**src/rtl/strided_vector_constructor.sv**
```systemverilog
// Gathers strided elements from a synchronous-read RAM and packs them into
// VECTOR_DIMENSION-wide vectors, handing each off through a valid/ready port.
module strided_vector_constructor #(
  parameter int ELEMENT_WIDTH    = 24,
  parameter int ADDR_WIDTH       = 8,
  parameter int VECTOR_DIMENSION = 3,
  parameter int COUNT_WIDTH      = 16
) (
  input  logic                     clk,
  input  logic                     reset,
  input  logic                     start,
  input  logic [ADDR_WIDTH-1:0]    base_addr,
  input  logic [ADDR_WIDTH-1:0]    stride,
  input  logic [COUNT_WIDTH-1:0]   expected_elements,
  input  logic [ELEMENT_WIDTH-1:0] element_in,
  output logic [ADDR_WIDTH-1:0]    addr,
  output logic [ELEMENT_WIDTH-1:0] vector [0:VECTOR_DIMENSION-1],
  output logic                     vector_valid,
  input  logic                     vector_ready,
  output logic                     vector_last,
  output logic [COUNT_WIDTH-1:0]   elements_received,
  output logic                     busy,
  output logic                     done
);

  localparam int LANE_W = (VECTOR_DIMENSION > 1) ? $clog2(VECTOR_DIMENSION) : 1;
  localparam int ISS_W  = $clog2(VECTOR_DIMENSION + 1);
  localparam logic [ISS_W-1:0]  ISS_MAX  = ISS_W'(VECTOR_DIMENSION);
  localparam logic [LANE_W-1:0] LANE_MAX = LANE_W'(VECTOR_DIMENSION - 1);

  typedef enum logic [1:0] {IDLE, FETCH, HOLD, DONE} state_t;

  state_t                 state;
  logic [ADDR_WIDTH-1:0]  stride_q;
  logic [COUNT_WIDTH-1:0] expected_q;
  logic [COUNT_WIDTH-1:0] issued_total;
  logic [ISS_W-1:0]       issue_cnt;
  logic [LANE_W-1:0]      lane;
  logic                   rd_vld_p0;
  logic                   rd_vld_p1;
  logic                   issue_more;
  logic                   cap_final;
  logic                   cap_full;
  logic [COUNT_WIDTH-1:0] received_next;

  assign issue_more    = (issue_cnt != ISS_MAX) && (issued_total != expected_q);
  assign received_next = elements_received + 1'b1;
  assign cap_final     = (received_next == expected_q);
  assign cap_full      = (lane == LANE_MAX);

  // rd_vld_p0: an address is on the RAM bus; rd_vld_p1: its data is on element_in
  always_ff @(posedge clk or negedge reset) begin
    if (!reset) begin
      state             <= IDLE;
      stride_q          <= '0;
      expected_q        <= '0;
      issued_total      <= '0;
      issue_cnt         <= '0;
      lane              <= '0;
      rd_vld_p0         <= 1'b0;
      rd_vld_p1         <= 1'b0;
      addr              <= '0;
      vector_valid      <= 1'b0;
      vector_last       <= 1'b0;
      elements_received <= '0;
      busy              <= 1'b0;
      done              <= 1'b0;
      for (int i = 0; i < VECTOR_DIMENSION; i++) vector[i] <= '0;
    end else begin
      rd_vld_p1 <= rd_vld_p0;
      rd_vld_p0 <= 1'b0;
      case (state)
        IDLE, DONE: begin
          if (start) begin
            stride_q          <= stride;
            expected_q        <= expected_elements;
            elements_received <= '0;
            lane              <= '0;
            vector_last       <= 1'b0;
            for (int i = 0; i < VECTOR_DIMENSION; i++) vector[i] <= '0;
            if (expected_elements == '0) begin
              state        <= DONE;
              busy         <= 1'b0;
              done         <= 1'b1;
              issued_total <= '0;
              issue_cnt    <= '0;
            end else begin
              state        <= FETCH;
              busy         <= 1'b1;
              done         <= 1'b0;
              addr         <= base_addr;
              rd_vld_p0    <= 1'b1;
              issue_cnt    <= ISS_W'(1);
              issued_total <= COUNT_WIDTH'(1);
            end
          end
        end
        FETCH: begin
          if (issue_more) begin
            addr         <= addr + stride_q;
            rd_vld_p0    <= 1'b1;
            issue_cnt    <= issue_cnt + 1'b1;
            issued_total <= issued_total + 1'b1;
          end
          if (rd_vld_p1) begin
            vector[lane]      <= element_in;
            elements_received <= received_next;
            if (cap_full || cap_final) begin
              state        <= HOLD;
              vector_valid <= 1'b1;
              vector_last  <= cap_final;
              lane         <= '0;
            end else begin
              lane <= lane + 1'b1;
            end
          end
        end
        HOLD: begin
          if (vector_ready) begin
            vector_valid <= 1'b0;
            vector_last  <= 1'b0;
            if (elements_received == expected_q) begin
              state <= DONE;
              busy  <= 1'b0;
              done  <= 1'b1;
            end else begin
              // Next vector starts clean so a short final vector has zero upper lanes
              state        <= FETCH;
              addr         <= addr + stride_q;
              rd_vld_p0    <= 1'b1;
              issue_cnt    <= ISS_W'(1);
              issued_total <= issued_total + 1'b1;
              for (int i = 0; i < VECTOR_DIMENSION; i++) vector[i] <= '0;
            end
          end
        end
        default: state <= IDLE;
      endcase
    end
  end

endmodule

```
**config.mk**
```make
export PLATFORM = sky130hd
export DESIGN_NAME = strided_vector_constructor
export DESIGN_NICKNAME = d
export VERILOG_FILES = /design/src/rtl/strided_vector_constructor.sv
export SDC_FILE = /design/constraint.sdc
export NUM_CORES = 1
export LEC_CHECK = 0
export CAP_MARGIN = 20
export CORE_MARGIN = 10
export CORE_UTILIZATION = 35
export CTS_BUF_LIST = sky130_fd_sc_hd__clkbuf_8
export DETAILED_ROUTE_END_ITERATION = 10
export PLACE_DENSITY = 0.63
export RECOVER_POWER = 50
export SYNTH_ARGS = -nofsm -noshare
export SYNTH_HDL_FRONTEND = slang
export SYNTH_SLANG_ARGS = --single-unit
export TNS_END_PERCENT = 30
```
**constraint.sdc**
```tcl
create_clock -name clk -period 4.4 [get_ports clk]
set_input_delay 0.88 -clock clk [delete_from_list [all_inputs] [get_ports clk]]
set_output_delay 0.88 -clock clk [all_outputs]
set_load 0.05 [all_outputs]
```
==> reports/metrics.yaml, run 1 <==
outcome:
  status: "complete, but fails checks"
  violations: "max-capacitance violations, max-slew violations"
drt:
  drt-pass1-iter-count: 5
  drc_errors: 0
  met3_length_mm: 1.22
  vias_per_cell: 5.32
  wl_met2_mm: 11.7
  wire_per_inst_um: 18.5
  vias: 7061
  drt_iter0_markers: 534
  top_layer_used: "met4"
  antenna_left: 0
  wl_mm: 24.6
  met1Wirelength_mm: 11.3
yosys:
  ys_seq_elements: 148
  synthTopCellsByArea: "dfrtp_1, a22o_1, o21ai_0, nand2_1, nor2b_1"
  synth_top_area_cell: "dfrtp_1"
  syn-cell-area_um2: 8190
  syn_inst: 869
  synth_edf_count: 0
  synth_top_area_share_pct: 45.2
  synth_cell_type_count: 63
  synth_area_per_cell_um2: 9.43
  synth_ff_type: "dfrtp_1"
  synth_warnings: 0
  yosysSeqAreaShare_pct: 45.2
  syn-num-nets: 946
  async_flop_share_pct: 100
pwr:
  p_leak_nw: 4.30
  p_per_area_nw_per_um2: 729
  vdd_drop_max_v: 0.000450
global_routing:
  grt_pass1_vias: 6816
  grt_pass1_wl_mm: 38.8
  grt_util_all_layers_pct: 15.8
  grt_overflow: 0
  grt_start_max_net_pins: 106
  antenna_found_initial: 1
clock_network:
  cts_root_buffer: "clkbuf_8"
  clkSlewWorstSetupHoldPaths_ns: 0.09
  worst_skew_pair.late_latency_ns: 0.46
  cts.sinks: 148
  cts_setup_buffers: 0
  holdBufCountCts: 0
  h-tree-depth: 4
  cts_tree: "done"
  cts.repair.resized: 0
  cts_buffers: 17
  clock_path_buffers: 2
job:
  drv_cap: 1
critical_path:
  worstPathMaxFanout: 47
  worstSetupPathType: "input port to flop"
  cp.required_ns: 4.77
  endpoint_kind: "flop"
  crit_arrival_ns: 3.47
  cp-start-kind: "input port"
die:
  die_x_um: 173
  dieHeight_um: 173
  ioPinCount: 160
  dieArea_um2: 29900
  initial_core_util_pct: 35.9
  core.rowCount: 55
  core_um2: 22800
finish:
  stdcell_count: 1327
  fin_nets: 1077
  syn_to_final_growth_pct: 28.0
  drive_gt1_share_pct: 7.90
timing:
  fin_skew_ns: 0.0166
  tightestPinTransition_ns: 2.79
  fmax_ghz: 0.322
  relSlewSlack_pct: -86.2
  rsz0062_at_grt: "false"
  post-route-period-util_pct: 70.5
  finalSetupTns_ns: 0
  setup_viol: 0
  slew_viol_final: 45
  hold_viol: 0
  period_minus_slack_ns: 3.10
placement:
  gp_congestion: 0.850
  dp_hpwl_mm: 17.0
  port_buffers: 159
  dp_cells: 1291
hold_path:
  min_path_type: "flop to flop"
## cell usage after synthesis (all sizes together), types with 6 or more instances
master  instances
o21ai          95
inv            21
o22ai           6
nor4           12
nand3          23
xnor2          15
dfrtp         148
o21a            6
nor3           10
nor2b          56
nand4           7
nand2          99
and2           16
mux2i           8
clkbuf         35
a21oi          27
mux2           25
and4            6
a22o           51
buf            25
xor2           27
a31oi          53
ha             16
nor2           35
## flip-flops by register name, indices dropped and copies added (netlist names)
signal,cells
addr,8
busy,1
done,1
elements_received,16
expected_q,16
issue_cnt,2
issued_total,16
lane,2
rd_vld_p0,1
rd_vld_p1,1
state,2
stride_q,8
vector,72
vector_last,1
vector_valid,1
## cells by family after synthesis
family | count (synthesis) | synth area share, %
adders and majority gates | 17 | 2.69
buffers and inverters | 81 | 4.41
muxes | 33 | 4.41
xor gates and xnor gates | 42 | 4.49
AOI/OAI and AO/OA | 269 | 21.5
DFF | 148 | 45.2
and+or+nand+nor | 279 | 17.3
## layout make-up
class / instances / area (um^2)
fillers: 2206 / 12400
multi-input cells: 640 / 4150
flip-flops and latches: 148 / 3700
repair buffers: 172 / 1740
well taps: 313 / 392
clock buffers: 17 / 234
clock inverters: 15 / 184
inverters: 21 / 78.8
diodes: 1 / 2.50
## metal layers
layer	vias up	track usage (%)
li1	3392	-
met1	3469	20.5
met2	173	25.4
met3	27	3.94
met4	0	4.56
met5	-	0
## worst max-delay path, cell delays in order
cell             delay (ns)
clkdlybuf4s50_1        0.57
and2b_1                0.31
nor2_1                 0.15
o21ai_0                0.30
a31oi_4                0.25
buf_4                  0.50
and2_1                 0.25
mux2i_1                0.08
o21ai_0                0.17
## where the power goes
group | leakage (nW) | internal (mW) | switching (mW) | total, mW
registers | 1.94 | 1.78 | 0.416 | 2.19
logic | 2.15 | 1.57 | 2.77 | 4.34
clock network | 0.208 | 0.484 | 0.628 | 1.11
## stage by stage
step	utilization (%)	area [um^2]	hold WS, ns	power [mW]	setup WS, ns
after floorplan	-	8190	0.331	5.21	1.54
after global placement	43.8	10000	0.335	6.48	0.957
after detailed placement	43.8	10000	0.346	6.55	0.849
after CTS	45.7	10400	0.355	7.68	1.33
after global routing	45.9	10500	0.354	8.16	1.07
final	45.9	10500	0.354	7.64	1.30
## worst paths after layout
check | start | end | slack (ns) | depth (start not counted)
max in group asynchronous | reset | vector[24] | 1.51 | 1
min in group asynchronous | reset | expected_q[4] | 1.30 | 1
max reg2reg | elements_received[0] | state[1] | 1.45 | 8
min | rd_vld_p0 | rd_vld_p1 | 0.35 | 0
min reg2reg | rd_vld_p0 | rd_vld_p1 | 0.35 | 0
max | start | vector[23] | 1.30 | 9
## layout by cell type (no fill, tap or decap), types with 3 or more instances in the layout
cell type and n:
o31ai_1 4, o21ai_1 7, a21oi_1 26, nor2_1 35, and2_1 15, inv_1 21, a22o_1 51, dlygate4sd3_1 8
nand2_1 99, inv_8 4, clkbuf_8 17, o21ai_0 88, nand4_1 7, o22ai_1 6, mux2i_1 8, clkdlybuf4s50_1 150
buf_4 8, dfrtp_1 148, or3_1 3, nor2b_1 56, xor2_1 27, and4_1 4, clkinv_8 3, nor3_1 10
and3_1 3, o21a_1 6, inv_6 4, mux2_2 24, nor4_1 11, nand3_1 23, ha_1 15, a21boi_0 3
xnor2_1 15, a31oi_1 52
Power figures use the tool's default switching activity.
==> inputs of run 2 (changes only) <==
Clock period 4.4 ns to 3.1 ns, I/O delays scaled along.
==> run 2 against run 1 <==
The flow still finishes with violations (max-capacitance violations, max-slew violations). Sequential power grew 43%. Design area is 0.51% higher. Non-clock buffer count up 12. Worst setup slack worse by 1.1 ns. Global-route usage grew 0.33 points. Sequential cell count stayed put. Critical path type is now flop to flop. Largest cell class unchanged. Largest power group unchanged. Highest routed layer unchanged.
==> reports/metrics.yaml, run 2 (same netlist as run 1, synthesis figures left out) <==
finish:
  regMostFlops: "vector"
  fin_nets: 1089
  stdcell_count: 1339
  drive_gt1_share_pct: 8.98
  final_cell_mix: "dfrtp_1, clkdlybuf4s50_1, nand2_1"
  syn_to_final_growth_pct: 28.6
  largest_reg_flops: 72
  final_common_cell: "dfrtp_1"
job:
  drv_cap: 1
critical_path:
  worstSetupPathType: "flop to flop"
  cp.required_ns: 3.43
  endpoint_kind: "flop"
  cp-start-kind: "flop"
  worstPathMaxFanout: 8
  crit_arrival_ns: 3.20
global_routing:
  antenna_found_initial: 1
  grt_pass1_vias: 6932
  grt_start_max_net_pins: 73
  grt_util_all_layers_pct: 16.1
  grt_overflow: 0
  grt_pass1_wl_mm: 39.8
timing:
  tightestPinTransition_ns: 2.44
  rsz0062_at_grt: "false"
  setup_viol: 0
  fin_skew_ns: 0.0253
  fmax_ghz: 0.348
  whs_ns: 0.371
  finalSetupTns_ns: 0
  hold_viol: 0
  fin_ws_ns: 0.226
  relSlewSlack_pct: -62.6
  period_minus_slack_ns: 2.87
  post-route-period-util_pct: 92.7
  slew_viol_final: 50
die:
  dieHeight_um: 173
  core.rowCount: 55
  dieArea_um2: 29900
  initial_core_util_pct: 35.9
  core_um2: 22800
  die_x_um: 173
  ioPinCount: 160
placement:
  gp_congestion: 0.871
  dp_cells: 1306
  dp_hpwl_mm: 17.5
  pre_cts_ws_ns: 0.236
  port_buffers: 159
pwr:
  total_power_mw: 10.9
  p_per_area_nw_per_um2: 1030
  vdd_drop_max_v: 0.000738
  p_leak_nw: 4.37
drt:
  drc_errors: 0
  drt-pass1-iter-count: 5
  wl_mm: 24.7
  drt_iter0_markers: 511
  vias_per_cell: 5.31
  vias: 7113
  wire_per_inst_um: 18.4
  antenna_left: 0
clock_network:
  clkSlewWorstSetupHoldPaths_ns: 0.09
  cts_root_buffer: "clkbuf_8"
  cts.repair.resized: 0
  clock_path_buffers: 2
  holdBufCountCts: 0
  cts_tree: "done"
  cts_setup_buffers: 0
  cts.sinks: 148
  worst_skew_pair.late_latency_ns: 0.47
  cts_buffers: 17
  h-tree-depth: 4
outcome:
  violations: "max-capacitance violations, max-slew violations"
  status: "complete, but fails checks"
hold_path:
  min_path_type: "flop to flop"
## run 2: routing by layer
| metal | track usage (%) | share of wire [%] |
|---|---|---|
| met1 | 21.4 | 46 |
| met2 | 25.5 | 48 |
| met3 | 3.55 | 4.4 |
| met4 | 5.25 | 1.6 |
| met5 | 0 | 0 |
## run 2: path summary, 6_finish.rpt
kind	endpoint	cells past startpoint	start	slack, ns
hold / removal	rd_vld_p1	0	rd_vld_p0	0.37
min in group asynchronous	issued_total[13]	1	reset	1.03
max in group asynchronous	elements_received[13]	2	reset	0.62
hold reg to reg	rd_vld_p1	0	rd_vld_p0	0.37
setup / recovery	state[1]	8	elements_received[0]	0.23
setup reg to reg	state[1]	8	elements_received[0]	0.23
## run 2: power by group
part,switching [mW],leakage (nW),internal [mW],total [mW]
combinational,3.93,2.22,2.26,6.19
clock,0.928,0.207,0.618,1.55
sequential,0.603,1.94,2.52,3.13
total,5.46,4.37,5.40,10.9
## run 2: final cells by class
class / instances / area (um^2)
fill: 2187 / 12300
multi-input combinational: 640 / 4150
sequential: 148 / 3700
timing repair buffer: 184 / 1800
tap: 313 / 392
clock buffer: 17 / 234
clock inverter: 15 / 179
inverter: 21 / 78.8
antenna: 1 / 2.50
## run 2: worst max-delay path, stage by stage (launching register included)
cell	delay, ns
dfrtp_1	0.51
ha_2	0.31
and4_1	0.35
nand4_1	0.21
xnor2_1	0.21
nor4_4	0.34
a41oi_2	0.23
a21oi_2	0.25
mux2_1	0.34
## run 2: metrics by stage
step,util (%),instance area [um^2]
finish,46.1,10500
global placement,44.4,10200
floorplan,-,8190
CTS,46.2,10600
global route,46.1,10500
detailed placement,44.4,10200
==> inputs of run 3 (changes only) <==
Settings changed: CTS_CLUSTER_DIAMETER set to 30, HOLD_SLACK_MARGIN set to 0.15, TNS_END_PERCENT 30 to unset.
==> run 3 against run 2 <==
The flow now finishes without violations. Maximum frequency grew 0.22%. Count of clock-buffer cells in the layout stayed put. Sequential share of layout area hardly changed. First-iteration DRC count grew 11%. Clock power about the same. Via count rose by 0.46%. Design area fell by 0.11%. Wire length rose by 0.34%. Clock skew rose by 0.0011 ns. Power about the same. Utilization about the same. Critical endpoint unchanged. Highest routed layer unchanged.
==> reports/metrics.yaml, run 3 (same netlist as run 1, synthesis figures left out) <==
outcome:
  status: "finished clean"
critical_path:
  worstSetupPathType: "flop to flop"
  path_cells: "ha_2 -> and4_1 -> nand4_1 -> xnor2_1 -> nor4_4 -> a41oi_2 -> a21oi_2 -> mux2_1"
  slowest_delay_ns: 0.51
  crit_arrival_ns: 3.20
  endpoint_kind: "flop"
  cp_top_family: "simple AND/OR/NAND/NOR gates"
  cp-start-kind: "flop"
  slowest_stage: "dfrtp_1"
  worstPathMaxFanout: 8
  cp.required_ns: 3.43
  worst_r2r_path_depth: 8
  path_depth: 8
  path_buf_inv: 0
finish:
  final_cell_mix: "dfrtp_1, clkdlybuf4s50_1, nand2_1"
  final_common_cell: "dfrtp_1"
  multi_input_area_um2: 4150
  drive_gt1_share_pct: 9.06
  syn_to_final_growth_pct: 28.5
  fin_nets: 1090
  seq_area_um2: 3700
  regMostFlops: "vector"
  largest_reg_flops: 72
  final_cell_area_um2: 10500
  n_fill_cell: 2191
drt:
  wl_mm: 24.8
  drc_errors: 0
  wire_per_inst_um: 18.5
  vias: 7146
  vias_per_cell: 5.33
  drt_iter0_markers: 566
  antenna_left: 0
  drt-pass1-iter-count: 5
timing:
  slew_viol_final: 0
  period_minus_slack_ns: 2.87
  post-route-period-util_pct: 92.5
  hold_viol: 0
  fmax_ghz: 0.349
  finalSetupTns_ns: 0
  setup_viol: 0
  fin_skew_ns: 0.0264
  tightestPinTransition_ns: 1.34
  relSlewSlack_pct: 10.9
  rsz0062_at_grt: "false"
clock_network:
  cts_buffers: 17
  cts_root_buffer: "clkbuf_8"
  cts_setup_buffers: 0
  cts_tree: "done"
  clkSlewWorstSetupHoldPaths_ns: 0.09
  h-tree-depth: 4
  cts.sinks: 148
  clock_path_buffers: 2
  worst_skew_pair.late_latency_ns: 0.47
hold_path:
  hold-path-cell-count: 0
  min_path_type: "flop to flop"
die:
  initial_core_util_pct: 35.9
  die_x_um: 173
  core_um2: 22800
  dieArea_um2: 29900
  ioPinCount: 160
  dieHeight_um: 173
  core.rowCount: 55
global_routing:
  grt_start_max_net_pins: 73
  grt_overflow: 0
  antenna_found_initial: 1
  grt_pass1_wl_mm: 39.8
  grt_util_all_layers_pct: 16.1
  grt_pass1_vias: 6932
job:
  drv_cap: 0
pwr:
  vdd_drop_max_v: 0.000740
  p_leak_nw: 4.36
  p_per_area_nw_per_um2: 1030
placement:
  placed_area_um2: 10200
  port_buffers: 159
  dp_hpwl_mm: 17.5
  gp_congestion: 0.871
[run 3: changes by cell type in the layout (fill, tap and decap cells not counted)]
| cell | before | now |
|---|---|---|
| buf_12 | 3 | 2 |
| buf_4 | 17 | 15 |
| clkbuf_2 | 2 | 5 |
| clkbuf_4 | 0 | 1 |
| dlygate4sd2_1 | 1 | 0 |
| dlygate4sd3_1 | 15 | 16 |
[run 3: layout make-up]
class                   count  area share (%)
clock buffers              17            2.22
clock inverters            15            1.70
diodes                      1          0.0238
well taps                 313            3.72
repair buffers            185            17.0
multi-input cells         640            39.4
flip-flops and latches    148            35.2
inverters                  21           0.749
[run 3: path summary, 6_finish.rpt]
kind                                       from          endpoint  slack, ns
max                        elements_received[0]          state[1]       0.23
min                                   rd_vld_p0         rd_vld_p1       0.37
max reg2reg                elements_received[0]          state[1]       0.23
min reg2reg                           rd_vld_p0         rd_vld_p1       0.37
max in group asynchronous                 reset        vector[23]       0.59
min in group asynchronous                 reset  issued_total[13]       0.97
[run 3: what timing repair did]
item	in CTS	in global routing
setup endpoints to repair	0	1
endpoints found under the hold margin	47	0
hold buffers	1	0
gates resized for setup	0	1
[run 3: worst reg2reg max path: stages (launching register included)]
cell	delay, ns
dfrtp_1	0.51
ha_2	0.31
and4_1	0.34
nand4_1	0.21
xnor2_1	0.21
nor4_4	0.35
a41oi_2	0.23
a21oi_2	0.25
mux2_1	0.35
[run 3: power breakdown]
part | internal [mW] | switching [mW]
Clock | 0.618 | 0.927
Sequential | 2.52 | 0.605
Combinational | 2.26 | 3.93
Total | 5.40 | 5.46
[run 3: per-layer routing]
layer / vias up / track usage, % / part of all wire [%]
li1: 3424 / - / -
met2: 183 / 25.5 / 48
met1: 3516 / 21.4 / 46
met5: - / 0 / 0
met3: 23 / 3.55 / 4.3
met4: 0 / 5.25 / 1.6
[run 3: through the flow]
stage | utilization, % | power, mW | std cells | setup WS (ns) | hold WS, ns
floorplan | - | 7.40 | 869 | 0.239 | 0.324
global placement | 44.4 | 9.34 | 1306 | 0.224 | 0.333
detailed placement | 44.4 | 9.45 | 1306 | 0.236 | 0.349
CTS | 46.3 | 11.0 | 1339 | 0.204 | 0.377
global route | 46.1 | 11.6 | 1340 | 0.0627 | 0.382
finish | 46.1 | 10.9 | 1340 | 0.232 | 0.372
